`config.mk`:
```
export PLATFORM = sky130hd
export DESIGN_NAME = id_ex_operand_stage
export DESIGN_NICKNAME = d
export VERILOG_FILES = /design/src/rtl/id_ex_operand_stage.sv
export SDC_FILE = /design/constraint.sdc
export NUM_CORES = 1
export LEC_CHECK = 0
export ABC_AREA = 1
export CAP_MARGIN = 20
export CORE_MARGIN = 2
export CORE_UTILIZATION = 47
export CTS_BUF_LIST = sky130_fd_sc_hd__clkbuf_2 sky130_fd_sc_hd__clkbuf_4 sky130_fd_sc_hd__clkbuf_8
export DETAILED_ROUTE_END_ITERATION = 10
export PLACE_DENSITY = 0.83
export SLEW_MARGIN = 20
export SYNTH_ARGS = -nofsm -noshare
export SYNTH_HDL_FRONTEND = slang
export SYNTH_SLANG_ARGS = --single-unit
```
`constraint.sdc`:
```
create_clock -name clk -period 2.56 [get_ports clk]
set_clock_uncertainty 0.15 [all_clocks]
set_input_delay 0.384 -clock clk [delete_from_list [all_inputs] [get_ports clk]]
set_output_delay 0.384 -clock clk [all_outputs]
set_load 0.05 [all_outputs]
```
`src/rtl/id_ex_operand_stage.sv`:
```
// ID/EX pipeline register with EX-side operand preparation.
// Captures the decoded instruction fields and register-file data, then
// resolves EX/MEM and MEM/WB forwarding. It selects the ALU operands
// (register, immediate or shift amount) and decodes the 4-bit ALU opcode.
// Ports:
//   clk, rst_n            clock and asynchronous active-low reset
//   i_stall, i_flush      hold state / load a bubble (flush wins)
//   i_rs_data..i_mem_to_reg  decoded fields and controls from ID
//   i_exmem_*, i_memwb_*  forwarding sources (not registered)
//   o_alu_a, o_alu_b, o_alu_opcode  ALU operands and opcode
//   o_store_data          forwarded rt value for stores
//   o_write_reg, o_rt_ex  destination register and registered rt
//   o_reg_write, o_mem_read, o_mem_write, o_mem_to_reg  downstream controls
module id_ex_operand_stage #(
  parameter int unsigned BUS_WIDTH = 32,
  parameter int unsigned OP_BITS   = 4,
  parameter int unsigned REG_ADDR  = 5
) (
  input  logic                 clk,
  input  logic                 rst_n,
  input  logic                 i_stall,
  input  logic                 i_flush,
  input  logic [BUS_WIDTH-1:0] i_rs_data,
  input  logic [BUS_WIDTH-1:0] i_rt_data,
  input  logic [BUS_WIDTH-1:0] i_imm,
  input  logic [4:0]           i_shamt,
  input  logic [5:0]           i_funct,
  input  logic [5:0]           i_opcode,
  input  logic [REG_ADDR-1:0]  i_rs,
  input  logic [REG_ADDR-1:0]  i_rt,
  input  logic [REG_ADDR-1:0]  i_rd,
  input  logic [1:0]           i_alu_op,
  input  logic                 i_alu_src,
  input  logic                 i_reg_dst,
  input  logic                 i_reg_write,
  input  logic                 i_mem_read,
  input  logic                 i_mem_write,
  input  logic                 i_mem_to_reg,
  input  logic                 i_exmem_reg_write,
  input  logic [REG_ADDR-1:0]  i_exmem_rd,
  input  logic [BUS_WIDTH-1:0] i_exmem_data,
  input  logic                 i_memwb_reg_write,
  input  logic [REG_ADDR-1:0]  i_memwb_rd,
  input  logic [BUS_WIDTH-1:0] i_memwb_data,
  output logic [BUS_WIDTH-1:0] o_alu_a,
  output logic [BUS_WIDTH-1:0] o_alu_b,
  output logic [OP_BITS-1:0]   o_alu_opcode,
  output logic [BUS_WIDTH-1:0] o_store_data,
  output logic [REG_ADDR-1:0]  o_write_reg,
  output logic [REG_ADDR-1:0]  o_rt_ex,
  output logic                 o_reg_write,
  output logic                 o_mem_read,
  output logic                 o_mem_write,
  output logic                 o_mem_to_reg
);

  localparam logic [OP_BITS-1:0] ALU_SLL = OP_BITS'(4'b0000);
  localparam logic [OP_BITS-1:0] ALU_SRL = OP_BITS'(4'b0001);
  localparam logic [OP_BITS-1:0] ALU_SRA = OP_BITS'(4'b0010);
  localparam logic [OP_BITS-1:0] ALU_ADD = OP_BITS'(4'b0011);
  localparam logic [OP_BITS-1:0] ALU_AND = OP_BITS'(4'b0100);
  localparam logic [OP_BITS-1:0] ALU_OR  = OP_BITS'(4'b0101);
  localparam logic [OP_BITS-1:0] ALU_XOR = OP_BITS'(4'b0110);
  localparam logic [OP_BITS-1:0] ALU_NOR = OP_BITS'(4'b0111);
  localparam logic [OP_BITS-1:0] ALU_SUB = OP_BITS'(4'b1000);
  localparam logic [OP_BITS-1:0] ALU_SLT = OP_BITS'(4'b1001);

  localparam logic [5:0] OPC_LUI = 6'b001111;

  typedef struct packed {
    logic [BUS_WIDTH-1:0] rs_data;
    logic [BUS_WIDTH-1:0] rt_data;
    logic [BUS_WIDTH-1:0] imm;
    logic [4:0]           shamt;
    logic [5:0]           funct;
    logic [5:0]           opcode;
    logic [REG_ADDR-1:0]  rs;
    logic [REG_ADDR-1:0]  rt;
    logic [REG_ADDR-1:0]  rd;
    logic [1:0]           alu_op;
    logic                 alu_src;
    logic                 reg_dst;
    logic                 reg_write;
    logic                 mem_read;
    logic                 mem_write;
    logic                 mem_to_reg;
  } id_ex_t;

  id_ex_t q;
  id_ex_t d;

  logic [BUS_WIDTH-1:0] fwd_rs;
  logic [BUS_WIDTH-1:0] fwd_rt;
  logic                 is_rtype;
  logic                 shift_imm;
  logic                 shift_var;
  logic                 is_lui;

  // Pack the ID-side fields into one register payload.
  always_comb begin
    d            = '0;
    d.rs_data    = i_rs_data;
    d.rt_data    = i_rt_data;
    d.imm        = i_imm;
    d.shamt      = i_shamt;
    d.funct      = i_funct;
    d.opcode     = i_opcode;
    d.rs         = i_rs;
    d.rt         = i_rt;
    d.rd         = i_rd;
    d.alu_op     = i_alu_op;
    d.alu_src    = i_alu_src;
    d.reg_dst    = i_reg_dst;
    d.reg_write  = i_reg_write;
    d.mem_read   = i_mem_read;
    d.mem_write  = i_mem_write;
    d.mem_to_reg = i_mem_to_reg;
  end

  // Pipeline register: reset > flush (bubble, even while stalled) > stall > load.
  always_ff @(posedge clk or negedge rst_n) begin
    if (!rst_n) begin
      q <= '0;
    end else if (i_flush) begin
      q <= '0;
    end else if (!i_stall) begin
      q <= d;
    end
  end

  // Forwarding: EX/MEM has priority over MEM/WB; register 0 is never forwarded.
  always_comb begin
    fwd_rs = q.rs_data;
    fwd_rt = q.rt_data;
    if (i_exmem_reg_write && (i_exmem_rd != '0) && (i_exmem_rd == q.rs)) begin
      fwd_rs = i_exmem_data;
    end else if (i_memwb_reg_write && (i_memwb_rd != '0) && (i_memwb_rd == q.rs)) begin
      fwd_rs = i_memwb_data;
    end
    if (i_exmem_reg_write && (i_exmem_rd != '0) && (i_exmem_rd == q.rt)) begin
      fwd_rt = i_exmem_data;
    end else if (i_memwb_reg_write && (i_memwb_rd != '0) && (i_memwb_rd == q.rt)) begin
      fwd_rt = i_memwb_data;
    end
  end

  // Operand selection; shift forms only apply to R-type, LUI only to I-type.
  always_comb begin
    is_rtype  = (q.alu_op == 2'b10);
    shift_imm = is_rtype && ((q.funct == 6'b000000) || (q.funct == 6'b000010) ||
                             (q.funct == 6'b000011));
    shift_var = is_rtype && ((q.funct == 6'b000100) || (q.funct == 6'b000110) ||
                             (q.funct == 6'b000111));
    is_lui    = (q.alu_op == 2'b11) && (q.opcode == OPC_LUI);

    o_alu_a = fwd_rs;
    o_alu_b = q.alu_src ? q.imm : fwd_rt;
    if (shift_imm) begin
      o_alu_a = fwd_rt;
      o_alu_b = BUS_WIDTH'(q.shamt);
    end else if (shift_var) begin
      o_alu_a = fwd_rt;
      o_alu_b = BUS_WIDTH'(fwd_rs[4:0]);
    end else if (is_lui) begin
      o_alu_a = q.imm;
      o_alu_b = BUS_WIDTH'(16);
    end
  end

  // ALU control decode.
  always_comb begin
    o_alu_opcode = ALU_ADD;
    unique case (q.alu_op)
      2'b00: o_alu_opcode = ALU_ADD;
      2'b01: o_alu_opcode = ALU_SUB;
      2'b10: begin
        case (q.funct)
          6'b000000, 6'b000100: o_alu_opcode = ALU_SLL;
          6'b000010, 6'b000110: o_alu_opcode = ALU_SRL;
          6'b000011, 6'b000111: o_alu_opcode = ALU_SRA;
          6'b100000, 6'b100001: o_alu_opcode = ALU_ADD;
          6'b100010, 6'b100011: o_alu_opcode = ALU_SUB;
          6'b100100:            o_alu_opcode = ALU_AND;
          6'b100101:            o_alu_opcode = ALU_OR;
          6'b100110:            o_alu_opcode = ALU_XOR;
          6'b100111:            o_alu_opcode = ALU_NOR;
          6'b101010:            o_alu_opcode = ALU_SLT;
          default:              o_alu_opcode = ALU_ADD;
        endcase
      end
      2'b11: begin
        case (q.opcode)
          6'b001000, 6'b001001: o_alu_opcode = ALU_ADD;
          6'b001010:            o_alu_opcode = ALU_SLT;
          6'b001100:            o_alu_opcode = ALU_AND;
          6'b001101:            o_alu_opcode = ALU_OR;
          6'b001110:            o_alu_opcode = ALU_XOR;
          OPC_LUI:              o_alu_opcode = ALU_SLL;
          default:              o_alu_opcode = ALU_ADD;
        endcase
      end
      default: o_alu_opcode = ALU_ADD;
    endcase
  end

  // Downstream fields.
  always_comb begin
    o_store_data = fwd_rt;
    o_write_reg  = q.reg_dst ? q.rd : q.rt;
    o_rt_ex      = q.rt;
    o_reg_write  = q.reg_write;
    o_mem_read   = q.mem_read;
    o_mem_write  = q.mem_write;
    o_mem_to_reg = q.mem_to_reg;
  end

endmodule

```
== Word-level counts from Yosys, hierarchy flattened ==
Memories as Yosys holds them, arrays and structs flattened.
Index checks and enable logic that the tools add are counted.
Operators by class
  reductions and logical operators: 17
  multiplexer cells: 16
  equal/unequal tests: 18
Operators with widths (count)
  $mux W32: 11
  $mux W136: 2
  $eq A6 B4 Y1 const B: 5
  $eq A5 B5 Y1: 4
  $pmux W4 S5: 1
  $eq A6 B3 Y1 const B: 3
  $pmux W4 S4: 1
  $eq A6 B2 Y1 const B: 2
  $reduce_bool A5 Y1: 2
  $logic_and A1 B1 Y1: 9
  $logic_not A6 Y1: 1
  $mux W5: 1
  $eq A2 B2 Y1 const B: 2
  $logic_or A1 B1 Y1: 4
  $eq A2 B1 Y1 const B: 1
  $logic_not A2 Y1: 1
  $ne A2 B1 Y1 const B: 1
Word-level totals
  bits in read-only memories: 256
  output and inout bits: 114
  memories: 1
  word-level logic and storage cells: 68
  bits of input ports: 216
  register bits: 136
Memories
  (no name shown): words 64, bits a word 4, rd ports 1, clocked after Yosys merged registers in 0, write ports 0, RTL line 177  | case (q.funct)

== Logic depth before layout (Yosys ltp) ==
Gate-level depths: netlist (run 1).
  word-level depth: 9
  mapped depth: 14
  depth with buffers taken out: 13

== Least setup slack after synthesis (run 1) ==
Ideal clock, no wire load.
  path kind: input to output
  from: input port i_exmem_rd[2]
  to: output port o_alu_b[31]
  slack: -32 ps
  stages on the path: 11
  data required time: 2026 ps
  data arrival time: 2058 ps
  buffers on the path: 2
  path through: nor2_1 -> nand2_1 -> o21ai_0 -> inv_1 -> nand3_1 -> buf_4 -> buf_6 -> o211ai_1 -> nand2_1 -> o21ai_0 -> inv_1
On the way
  longest elaborated chain between the ends: 8
  elaborated cells on any way between the ends: 9
  those cells by class: eq/ne: 1; mux: 5; reduce/logical: 3
Ends and longest elaborated chain
  start, declared: RTL line 40  | input logic [REG_ADDR-1:0] i_exmem_rd,
  $reduce_bool A5 Y1: RTL line 140  | if (i_exmem_reg_write && (i_exmem_rd != '0) && (i_exmem_rd == q.rt)) begin
  $logic_and A1 B1 Y1: RTL line 140
  $logic_and A1 B1 Y1 (*): RTL line 140
  $mux W32 (*): RTL line 140
  named net o_store_data[31]: RTL line 48  | output logic [BUS_WIDTH-1:0] o_store_data,
  $mux W32 (*): RTL line 157  | o_alu_b = q.alu_src ? q.imm : fwd_rt;
  $mux W32 (*): RTL line 164  | end else if (is_lui) begin
  $mux W32 (*): RTL line 161  | end else if (shift_var) begin
  $mux W32 (*): RTL line 158  | if (shift_imm) begin
  end, declared: RTL line 46  | output logic [BUS_WIDTH-1:0] o_alu_b,
Mark *: on every way through the listed nets, which the timed path passes. The rest lies on a longest branch.

== Final worst setup path (run 1) ==
  from: register q, in the netlist o_rt_ex[2]
  to: output port o_alu_a[9]
On the way
  longest elaborated chain between the ends: 6
  elaborated cells on any way between the ends: 8
  those cells by class: eq/ne: 2; mux: 4; reduce/logical: 2
Ends and longest elaborated chain
  start, declared: RTL line 89  | id_ex_t q;
  start signal, assigned: RTL line 123  | q <= '0;
  start signal, assigned: RTL line 125  | q <= '0;
  start signal, assigned: RTL line 127  | q <= d;
  $eq A5 B5 Y1: RTL line 142  | end else if (i_memwb_reg_write && (i_memwb_rd != '0) && (i_memwb_rd == q.rt)) begin
  $logic_and A1 B1 Y1: RTL line 142
  $mux W32: RTL line 142
  $mux W32 (*): RTL line 140
  $mux W32: RTL line 161
  $mux W32 (*): RTL line 158
  end, declared: RTL line 45  | output logic [BUS_WIDTH-1:0] o_alu_a,
Mark *: on every way between the ends. The rest lies on a longest branch, timed or not.

==> impl_metrics.json, run 1 <==
{
  "synthTopCellsByArea": "dfrtp_1 (37%), nand3_1 (13%), nand2_1 (12%)",
  "multi_input_area_um2": 5610,
  "vias": 11520,
  "grt_use_met1": 0.538,
  "path_clk_slew_ns": 0.11,
  "clkPwrFrac": 0.240,
  "largest_register_ffs": 127,
  "synth_top_cell_by_area": "dfrtp_1",
  "grt.overflow.total": 0,
  "relSlewSlack": 0.449,
  "power_density_nw_per_um2": 486,
  "synth_area_per_cell_um2": 6.79,
  "first_global_vias": 10892,
  "path_cells": "inv_1 > nand2_1 > nand2_1 > nor2_1 > nand3_2 > buf_12 > buf_12 > o211ai_4 > buf_4 > nand3_2 > nand2_2 > inv_2 > buf_6",
  "first_pass_iters": 6,
  "grt_start_max_net_pins": 105,
  "yosysSeqAreaShare": 0.369,
  "status": "finished, violations left",
  "ys_warn_count": 0,
  "clockBufferDepth": 2,
  "ys_ff_latch": 136,
  "ys_types": 30,
  "drt-total-wl_um": 41700,
  "drive_gt1_frac": 0.295,
  "crit_fanout": 12,
  "arrival_ns": 2.58,
  "yosysMostFrequentCell": "nand2_1",
  "hold_viol_final": 0,
  "grt-busiest-layer": "met2",
  "syn_inst": 1358,
  "die_h_um": 144,
  "combPwrFrac": 0.450,
  "p_seq_frac": 0.310,
  "regArea_um2": 3410,
  "drv_slew": 0,
  "cts-root-buf": "clkbuf_8",
  "worstSetupStartpointType": "flip-flop",
  "cts_tree": "done",
  "setup_viol": 96,
  "drv_cap": 0,
  "numCtsBuffers": 17,
  "synth_area_um2": 9230,
  "cp_slowest_stage_delay_ns": 0.48,
  "antenna_found_initial": 1,
  "fin_crit_ns": 3.11,
  "fill_cells": 1201,
  "cp-end-kind": "output port",
  "rsz0062_at_grt": "true",
  "swShare": 0.403,
  "vdd.ir_drop.worst_mv": 0.450,
  "insertion_delay_ns": 0.45,
  "viasPerCell": 5.74,
  "violations": "setup timing",
  "power_mw": 7.75,
  "fmax_mhz": 322,
  "cts_sinks": 136,
  "wl_per_cell_um": 20.8,
  "slowest_stage": "dfrtp_1",
  "synth_ff_type": "dfrtp_1",
  "grt.total_usage": 0.381,
  "core_um2": 19300,
  "hold_class": "in -> async",
  "internal_power_mw": 4.63,
  "worstMarginPinSlew_ns": 0.827,
  "htreeDepth": 4,
  "area_growth_pct": 72.9,
  "met2_usage": 0.583,
  "fin_crit_sh": 1.21,
  "place_congestion": 0.982,
  "std_cell_rows": 51,
  "grt_first_pass_wirelength_um": 60400,
  "dieArea_um2": 20800,
  "synthTopCellsByCount": "nand2_1 (291), nand3_1 (231), o21ai_0 (203)",
  "use_met3": 0.0623,
  "largest-register": "q",
  "critical_path_class": "reg -> out",
  "leakage_nw": 7.56,
  "io_pins": 330,
  "postRouteAntennaNets": 0,
  "place_worst_setup_slack_ns": -0.438,
  "synth_edf_count": 0,
  "route.detailed.drc": 0,
  "setup_ws_ns": -0.550,
  "hpwl_um": 29000,
  "p_switching_mw": 3.12,
  "fin_nets": 1947,
  "initial_core_util": 0.477,
  "numPortBuffers": 329,
  "syn-num-nets": 1578,
  "async_reset_ff_frac": 1.00,
  "drt_iter0_markers": 1232,
  "critical_path_required_ns": 2.03,
  "synth_top_area_share": 0.369,
  "fp.dieW_um": 144
}
## cell usage in the layout (no fill, tap or decap), types with 8 or more instances in the layout
cell and instances:
clkdlybuf4s50_1 214, nand2_1 209, nand3_1 190, o21ai_0 162, inv_1 144, dfrtp_1 129
buf_12 82, nand2_2 71, buf_6 61, buf_4 58, inv_2 43, o21ai_1 39
nor2_1 33, a21oi_1 32, nand3_2 27, o21bai_1 24, o21ai_2 23, o211ai_4 19
clkbuf_8 18, nand3_4 17, buf_8 15, nand2_4 11, o211ai_1 11, xor2_1 8
nor2_2 8, inv_6 8
## final cells by class
class	count	share of cell area
Multi-Input combinational cell	925	0.352
Antenna cell	2	0.000314
Inverter	196	0.0486
Clock buffer	18	0.0155
Sequential cell	136	0.214
Timing Repair Buffer	449	0.339
Tap cell	265	0.0208
Timing Repair inverter	2	0.000627
Clock inverter	14	0.00957
## per-layer routing
metal / part of all wire / up-vias
li1: - / 5169
met5: 0 / -
met3: 0.085 / 147
met2: 0.46 / 701
met1: 0.41 / 5503
met4: 0.047 / 0
## what timing repair did
| action | in CTS | in global routing |
|---|---|---|
| gates resized for setup | 273 | 150 |
| buffers inserted | 12 | 12 |
| hold buffers | 1 | 0 |
| endpoints found under the hold margin | 54 | 0 |
| cloned | 7 | 2 |
| setup endpoints to repair | 100 | 97 |
| pin swaps | 26 | 37 |
## logic make-up after synthesis
kind of cell / synth area share
AND/OR/NAND/NOR: 0.278
XOR/XNOR: 0.0152
AO/OA/AOI/OAI: 0.200
flip-flops: 0.369
adder cells (fa/ha/maj): 0.00542
buffers and inverters: 0.133
## final timing paths
| kind | startpoint | end | slack, ns | cells after the start |
|---|---|---|---|---|
| min in group clk | i_rs[4] | q[22] | 0.31 | 3 |
| worst min-delay path | rst_n | q[19] | 0.29 | 2 |
| worst min register to register | q[10] | q[10] | 0.37 | 2 |
| worst max-delay path | o_rt_ex[2] | o_alu_a[9] | -0.55 | 13 |
| worst max register to register | q[5] | q[5] | 1.20 | 2 |
| max in group asynchronous | rst_n | q[65] | 1.28 | 3 |
## stage by stage
stage	cell area (µm²)	util	hold slack, ns	setup TNS, ns	instances
floorplan	9280	-	-0.0616	0	1358
global placement	13900	0.717	0.249	-28.78	1941
detailed placement	13900	0.717	0.249	-31.92	1941
CTS	15300	0.793	0.298	-31.73	1993
global route	16000	0.825	0.301	-51.06	2006
finish	16000	0.825	0.287	-40.11	2007
## power groups by stage
stage	logic [mW]	clock network, mW	registers, mW
after global placement	3.01	0	2.42
after floorplan	1.53	0	2.40
after detailed placement	3.04	0	2.43
after global routing	3.65	1.96	2.41
final	3.49	1.86	2.40
after CTS	3.29	1.86	2.39
## worst max-delay path, delay by kind of cell (launching register included)
kind / cells / cell delay (ns)
and+or+nand+nor: 6 / 0.60
AOI/OAI and AO/OA: 1 / 0.24
buffers and inverters: 6 / 0.77
DFF: 1 / 0.48
Power figures use the tool's default switching activity.
==> inputs of run 2 (changes only) <==
--- a/config.mk
+++ b/config.mk
@@ -5,13 +5,12 @@
 export SDC_FILE = /design/constraint.sdc
 export NUM_CORES = 1
 export LEC_CHECK = 0
-export ABC_AREA = 1
 export CAP_MARGIN = 20
 export CORE_MARGIN = 2
-export CORE_UTILIZATION = 47
+export CORE_UTILIZATION = 41
 export CTS_BUF_LIST = sky130_fd_sc_hd__clkbuf_2 sky130_fd_sc_hd__clkbuf_4 sky130_fd_sc_hd__clkbuf_8
 export DETAILED_ROUTE_END_ITERATION = 10
-export PLACE_DENSITY = 0.83
+export PLACE_DENSITY = 0.79
 export SLEW_MARGIN = 20
 export SYNTH_ARGS = -nofsm -noshare
 export SYNTH_HDL_FRONTEND = slang
==> constraint.sdc (replaced) <==
create_clock -name clk -period 2.6 [get_ports clk]
set_clock_uncertainty 0.15 [all_clocks]
set_input_delay 0.39 -clock clk [delete_from_list [all_inputs] [get_ports clk]]
set_output_delay 0.39 -clock clk [all_outputs]
set_load 0.05 [all_outputs]
==> run 2 against run 1 <==
  * Combinational power down 15%
  * Clock power decreased by 5%
  * Critical path depth down 5
  * Routed wire length decreased by 9.6%
  * Synthesized cell count shrank 30%
  * Sequential power fell by 2%
  * Highest routed layer is now met5
  * Power is 8.6% lower
  * Utilization fell by 3.3 points
  * Non-clock buffer count up 31
  * Die area increased by 6.5%
  * The run still ends with setup timing left
  * Largest power group unchanged
  * Worst hold slack worse by 0.095 ns
==> impl_metrics.json, run 2 <==
{
  "synth_area_per_cell_um2": 9.05,
  "setup_viol": 96,
  "cp_slowest_stage_delay_ns": 0.59,
  "leakage_nw": 7.29,
  "grt_first_pass_wirelength_um": 55400,
  "synthTopCellsByArea": "dfrtp_1 (40%), mux2i_1 (21%), nor2_1 (6.8%)",
  "final_common_cell": "clkdlybuf4s50_1",
  "vias": 9524,
  "viasPerCell": 5.76,
  "worst-path-stages": 8,
  "yosysMostFrequentCell": "mux2i_1",
  "final_cells": 1654,
  "rsz0062_at_grt": "true",
  "die_h_um": 149,
  "wl_per_cell_um": 22.8,
  "hold_slack_ns": 0.192,
  "critPathTopFamily": "simple AND/OR/NAND/NOR gates",
  "syn-num-nets": 1169,
  "first_global_vias": 9748,
  "synthTopCellsByCount": "mux2i_1 (176), nor2_1 (156), dfrtp_1 (136)",
  "hpwl_um": 26000,
  "grt.total_usage": 0.328,
  "violations": "setup timing",
  "area_growth_pct": 87.9,
  "fill_cells": 1208,
  "r2r_cells": 3,
  "initial_core_util": 0.422,
  "antenna_found_initial": 4,
  "cts_sinks": 136,
  "crit_fanout": 11,
  "grt-busiest-layer": "met2",
  "drv_cap": 0,
  "drive_gt1_frac": 0.344,
  "fin_crit_sh": 1.31,
  "worstSetupStartpointType": "flip-flop",
  "grt_start_max_net_pins": 57,
  "drt_iter0_markers": 621,
  "place_congestion": 0.925,
  "worstMarginPinSlew_ns": 0.547,
  "fp.dieW_um": 149,
  "core_um2": 20400,
  "clockBufferDepth": 2,
  "path_cells": "xor2_1 > or4b_4 > nor2_8 > buf_12 > mux2i_2 > o21ai_4 > a22o_4 > buf_4",
  "critical_path_class": "reg -> out",
  "insertion_delay_ns": 0.45,
  "io_pins": 330,
  "grt_use_met1": 0.396,
  "use_met3": 0.0764,
  "dpl.cell_count": 1580,
  "numPortBuffers": 329,
  "largest-register": "q",
  "dpl_cell_area_um2": 14600,
  "fin_util": 0.792,
  "vdd.ir_drop.worst_mv": 0.324,
  "ys_ff_latch": 136,
  "largest_register_ffs": 127,
  "hold_class": "in -> async",
  "layout_common_cells": "clkdlybuf4s50_1 (211), mux2i_1 (149), nor2_1 (145)",
  "yosysSeqAreaShare": 0.396,
  "syn_inst": 949,
  "cts-root-buf": "clkbuf_8",
  "slowest_stage": "or4b_4",
  "met2_usage": 0.552,
  "synth_top_cell_by_area": "dfrtp_1",
  "cp-end-kind": "output port",
  "hold_viol_final": 0,
  "route.detailed.drc": 0,
  "ys_types": 50,
  "synth_area_um2": 8590,
  "synth_ff_type": "dfrtp_1",
  "grt.overflow.total": 0,
  "path_clk_slew_ns": 0.09,
  "postRouteAntennaNets": 0,
  "fin_nets": 1588,
  "drv_slew": 0,
  "async_reset_ff_frac": 1.00,
  "setup_ws_ns": -0.806,
  "first_pass_iters": 5,
  "fin_crit_ns": 3.41,
  "relSlewSlack": 0.635,
  "arrival_ns": 2.87,
  "cp_num_buf_inv": 2,
  "fin_area_um2": 16100,
  "status": "finished, violations left",
  "htreeDepth": 4,
  "power_density_nw_per_um2": 439,
  "synth_top_area_share": 0.396,
  "std_cell_rows": 52,
  "drt-total-wl_um": 37700,
  "dieArea_um2": 22100,
  "cts_tree": "done",
  "ys_warn_count": 0,
  "numCtsBuffers": 17,
  "fmax_mhz": 294,
  "critical_path_required_ns": 2.06,
  "synth_edf_count": 0
}
[run 2: logic make-up after synthesis]
kind of cell | synth area share
simple gates | 0.149
xor+xnor | 0.0214
buf+inv | 0.0462
flops | 0.396
fa+ha+maj | 0.00583
mux | 0.212
compound gates | 0.169
[run 2: cell type report]
| type | instances | area (µm²) | share of cell area |
|---|---|---|---|
| repair buffers | 480 | 5720 | 0.354 |
| multi-input cells | 728 | 6260 | 0.388 |
| clock buffers | 20 | 269 | 0.0167 |
| well taps | 270 | 338 | 0.0209 |
| flip-flops and latches | 136 | 3410 | 0.211 |
| diodes | 3 | 7.51 | 0.000465 |
| clock inverters | 12 | 116 | 0.00721 |
| inverters | 5 | 18.8 | 0.00116 |
[run 2: timing repair]
action	CTS	global route
resized for setup	118	68
hold endpoints to repair	79	0
pin swaps	25	29
hold buffers	1	0
cloned	2	2
endpoints found under the setup margin	99	103
buffers inserted	18	19
[run 2: stage by stage]
step | TNS [ns] | setup slack [ns] | total power [mW]
floorplan | -20.24 | -0.368 | 3.79
detailed placement | -67.37 | -0.848 | 5.13
global route | -71.76 | -0.890 | 7.33
CTS | -64.47 | -0.802 | 7.00
global placement | -64.15 | -0.766 | 5.09
finish | -63.61 | -0.806 | 7.08
[run 2: routing by layer]
layer  up-vias  share of wire
li1       4193              -
met1      4719           0.37
met2       492           0.51
met3       118          0.072
met4         2          0.047
met5         -        0.00034
[run 2: final timing paths]
kind / startpoint / endpoint / slack [ns]
worst max-delay path: o_rt_ex[3] / o_alu_b[11] / -0.81
worst min-delay path: rst_n / o_rt_ex[2] / 0.19
worst max register to register: o_rt_ex[2] / o_rt_ex[2] / 1.54
worst min register to register: q[123] / q[123] / 0.38
max in group asynchronous: rst_n / q[31] / 1.40
min in group clk: i_flush / q[8] / 0.24
[run 2: power breakdown]
part / leakage (nW) / internal, mW / total [mW] / switching, mW
registers: 1.80 / 2.23 / 2.36 / 0.124
logic: 5.31 / 1.48 / 2.96 / 1.48
clock network: 0.182 / 0.828 / 1.76 / 0.936
==> inputs of run 3 (changes only) <==
--- a/config.mk
+++ b/config.mk
@@ -7,10 +7,11 @@
 export LEC_CHECK = 0
 export CAP_MARGIN = 20
 export CORE_MARGIN = 2
-export CORE_UTILIZATION = 41
+export CORE_UTILIZATION = 33
 export CTS_BUF_LIST = sky130_fd_sc_hd__clkbuf_2 sky130_fd_sc_hd__clkbuf_4 sky130_fd_sc_hd__clkbuf_8
 export DETAILED_ROUTE_END_ITERATION = 10
-export PLACE_DENSITY = 0.79
+export PLACE_DENSITY = 0.66
+export RECOVER_POWER = 100
 export SLEW_MARGIN = 20
 export SYNTH_ARGS = -nofsm -noshare
 export SYNTH_HDL_FRONTEND = slang
==> run 3 against run 2 <==
  * The run ends with capacitance limit, slew limit, setup timing left
  * Clock power up 9%
  * Worst setup slack gained 0.0027 ns
  * Routed wire length down 4.4%
  * Critical path type unchanged
  * Critical endpoint is now o_alu_b[12]
  * Largest cell class unchanged
  * Highest routed layer unchanged
==> impl_metrics.json, run 3 (synthesized netlist as in run 2, its figures left out) <==
{
  "wl_met3_um": 2470,
  "die_h_um": 165,
  "clockBufferDepth": 2,
  "postRouteAntennaNets": 0,
  "fill_cells": 2008,
  "grt.total_usage": 0.260,
  "worstSetupStartpointType": "flip-flop",
  "met1Wirelength_um": 14900,
  "antenna_found_initial": 3,
  "layout_common_cells": "clkdlybuf4s50_1 (205), mux2i_1 (148), nor2_1 (147)",
  "leakage_nw": 7.21,
  "htreeDepth": 4,
  "slowest_stage": "or4b_4",
  "numCtsBuffers": 17,
  "setup_viol": 97,
  "drive_gt1_frac": 0.332,
  "cts_sinks": 136,
  "area_growth_pct": 88.1,
  "place_congestion": 0.848,
  "fin_util": 0.625,
  "relSlewSlack": -0.0165,
  "rsz0062_at_grt": "true",
  "hpwl_um": 25900,
  "grt_first_pass_wirelength_um": 53500,
  "highest_layer": "met5",
  "std_cell_rows": 59,
  "cp_num_buf_inv": 3,
  "first_global_vias": 9300,
  "wl_met2_um": 17200,
  "cp-end-kind": "output port",
  "fin_nets": 1580,
  "vdd.ir_drop.worst_mv": 0.234,
  "status": "finished, violations left",
  "vias": 9075,
  "wl_per_cell_um": 21.1,
  "drv_cap": 1,
  "path_cells": "xor2_2 > or4b_4 > nor2_8 > buf_12 > buf_12 > mux2i_4 > o21ai_4 > a22o_4 > buf_6",
  "numPortBuffers": 329,
  "power_mw": 7.21,
  "cts-root-buf": "clkbuf_8",
  "power_density_nw_per_um2": 446,
  "fp.dieW_um": 165,
  "fin_area_um2": 16200,
  "critical_path_class": "reg -> out",
  "arrival_ns": 2.86,
  "crit_fanout": 7,
  "drv_slew": 57,
  "dpl_cell_area_um2": 14700,
  "final_common_cell": "clkdlybuf4s50_1",
  "grt.overflow.total": 0,
  "critPathTopFamily": "simple AND/OR/NAND/NOR gates",
  "crit_path_frequent_cell": "buf_12",
  "largest-register": "q",
  "hold_viol_final": 0,
  "violations": "capacitance limit, slew limit, setup timing",
  "cp_slowest_stage_delay_ns": 0.58,
  "critical_path_required_ns": 2.06,
  "fin_crit_sh": 1.31,
  "hold_class": "in -> reg",
  "fmax_mhz": 294,
  "route.detailed.drc": 0,
  "core_um2": 25800,
  "dieArea_um2": 27300,
  "setup_ws_ns": -0.803,
  "grt_start_max_net_pins": 57,
  "fin_crit_ns": 3.40,
  "hold_slack_ns": 0.251,
  "first_pass_iters": 5,
  "drt-total-wl_um": 36100,
  "drt_iter0_markers": 608,
  "place_worst_setup_slack_ns": -0.854,
  "viasPerCell": 5.30,
  "initial_core_util": 0.332,
  "insertion_delay_ns": 0.45,
  "path_clk_slew_ns": 0.09,
  "cts_tree": "done",
  "worstMarginPinSlew_ns": 1.52,
  "io_pins": 330,
  "largest_register_ffs": 127
}
==> run 3: worst reg2reg max path, stage by stage (launching register included) <==
cell,delay (ns)
dfrtp_1,0.42
clkbuf_1,0.32
mux2i_1,0.15
nor2_1,0.13
==> run 3: worst paths after layout <==
check                           start           to  slack (ns)  cells past startpoint
max                        o_rt_ex[3]  o_alu_b[12]       -0.80                      9
min                           i_flush   o_rt_ex[2]        0.25                      2
max reg2reg                o_rt_ex[0]   o_rt_ex[0]        1.36                      3
min reg2reg                     q[75]        q[75]        0.38                      2
max in group asynchronous       rst_n        q[31]        0.18                      3
min in group asynchronous       rst_n         q[9]        0.67                      2
==> run 3: cell type report <==
cell class / instances / area, µm² / area share
multi-input cells: 729 / 6290 / 0.389
repair buffers: 471 / 5600 / 0.346
flip-flops and latches: 136 / 3410 / 0.211
well taps: 335 / 419 / 0.0260
clock buffers: 18 / 248 / 0.0153
clock inverters: 13 / 169 / 0.0105
inverters: 5 / 18.8 / 0.00116
diodes: 4 / 10.0 / 0.000620
==> run 3: report_power, final <==
group	internal, mW	leakage [nW]	switching [mW]
combinational	1.47	5.20	1.46
sequential	2.23	1.80	0.119
clock	0.980	0.199	0.944
total	4.69	7.21	2.52
==> run 3: per-stage QoR <==
stage / instances / TNS [ns]
2_1_floorplan: 949 / -20.24
3_3_place_gp: 1650 / -68.91
3_5_place_dp: 1650 / -70.99
4_1_cts: 1702 / -69.48
5_1_grt: 1708 / -78.08
6_report: 1711 / -63.74
==> run 3: what timing repair did <==
action / CTS / global route
hold endpoints to repair: 54 / 0
endpoints found under the setup margin: 100 / 101
gates resized for setup: 144 / 58
hold buffers: 1 / 0
gates cloned: 4 / 1
buffers inserted: 19 / 6
pin swaps: 39 / 15
==> run 3: layer usage <==
metal	vias up	global-route usage
li1	4174	-
met1	4425	0.335
met2	390	0.421
met3	84	0.0539
met4	2	0.121
met5	-	0
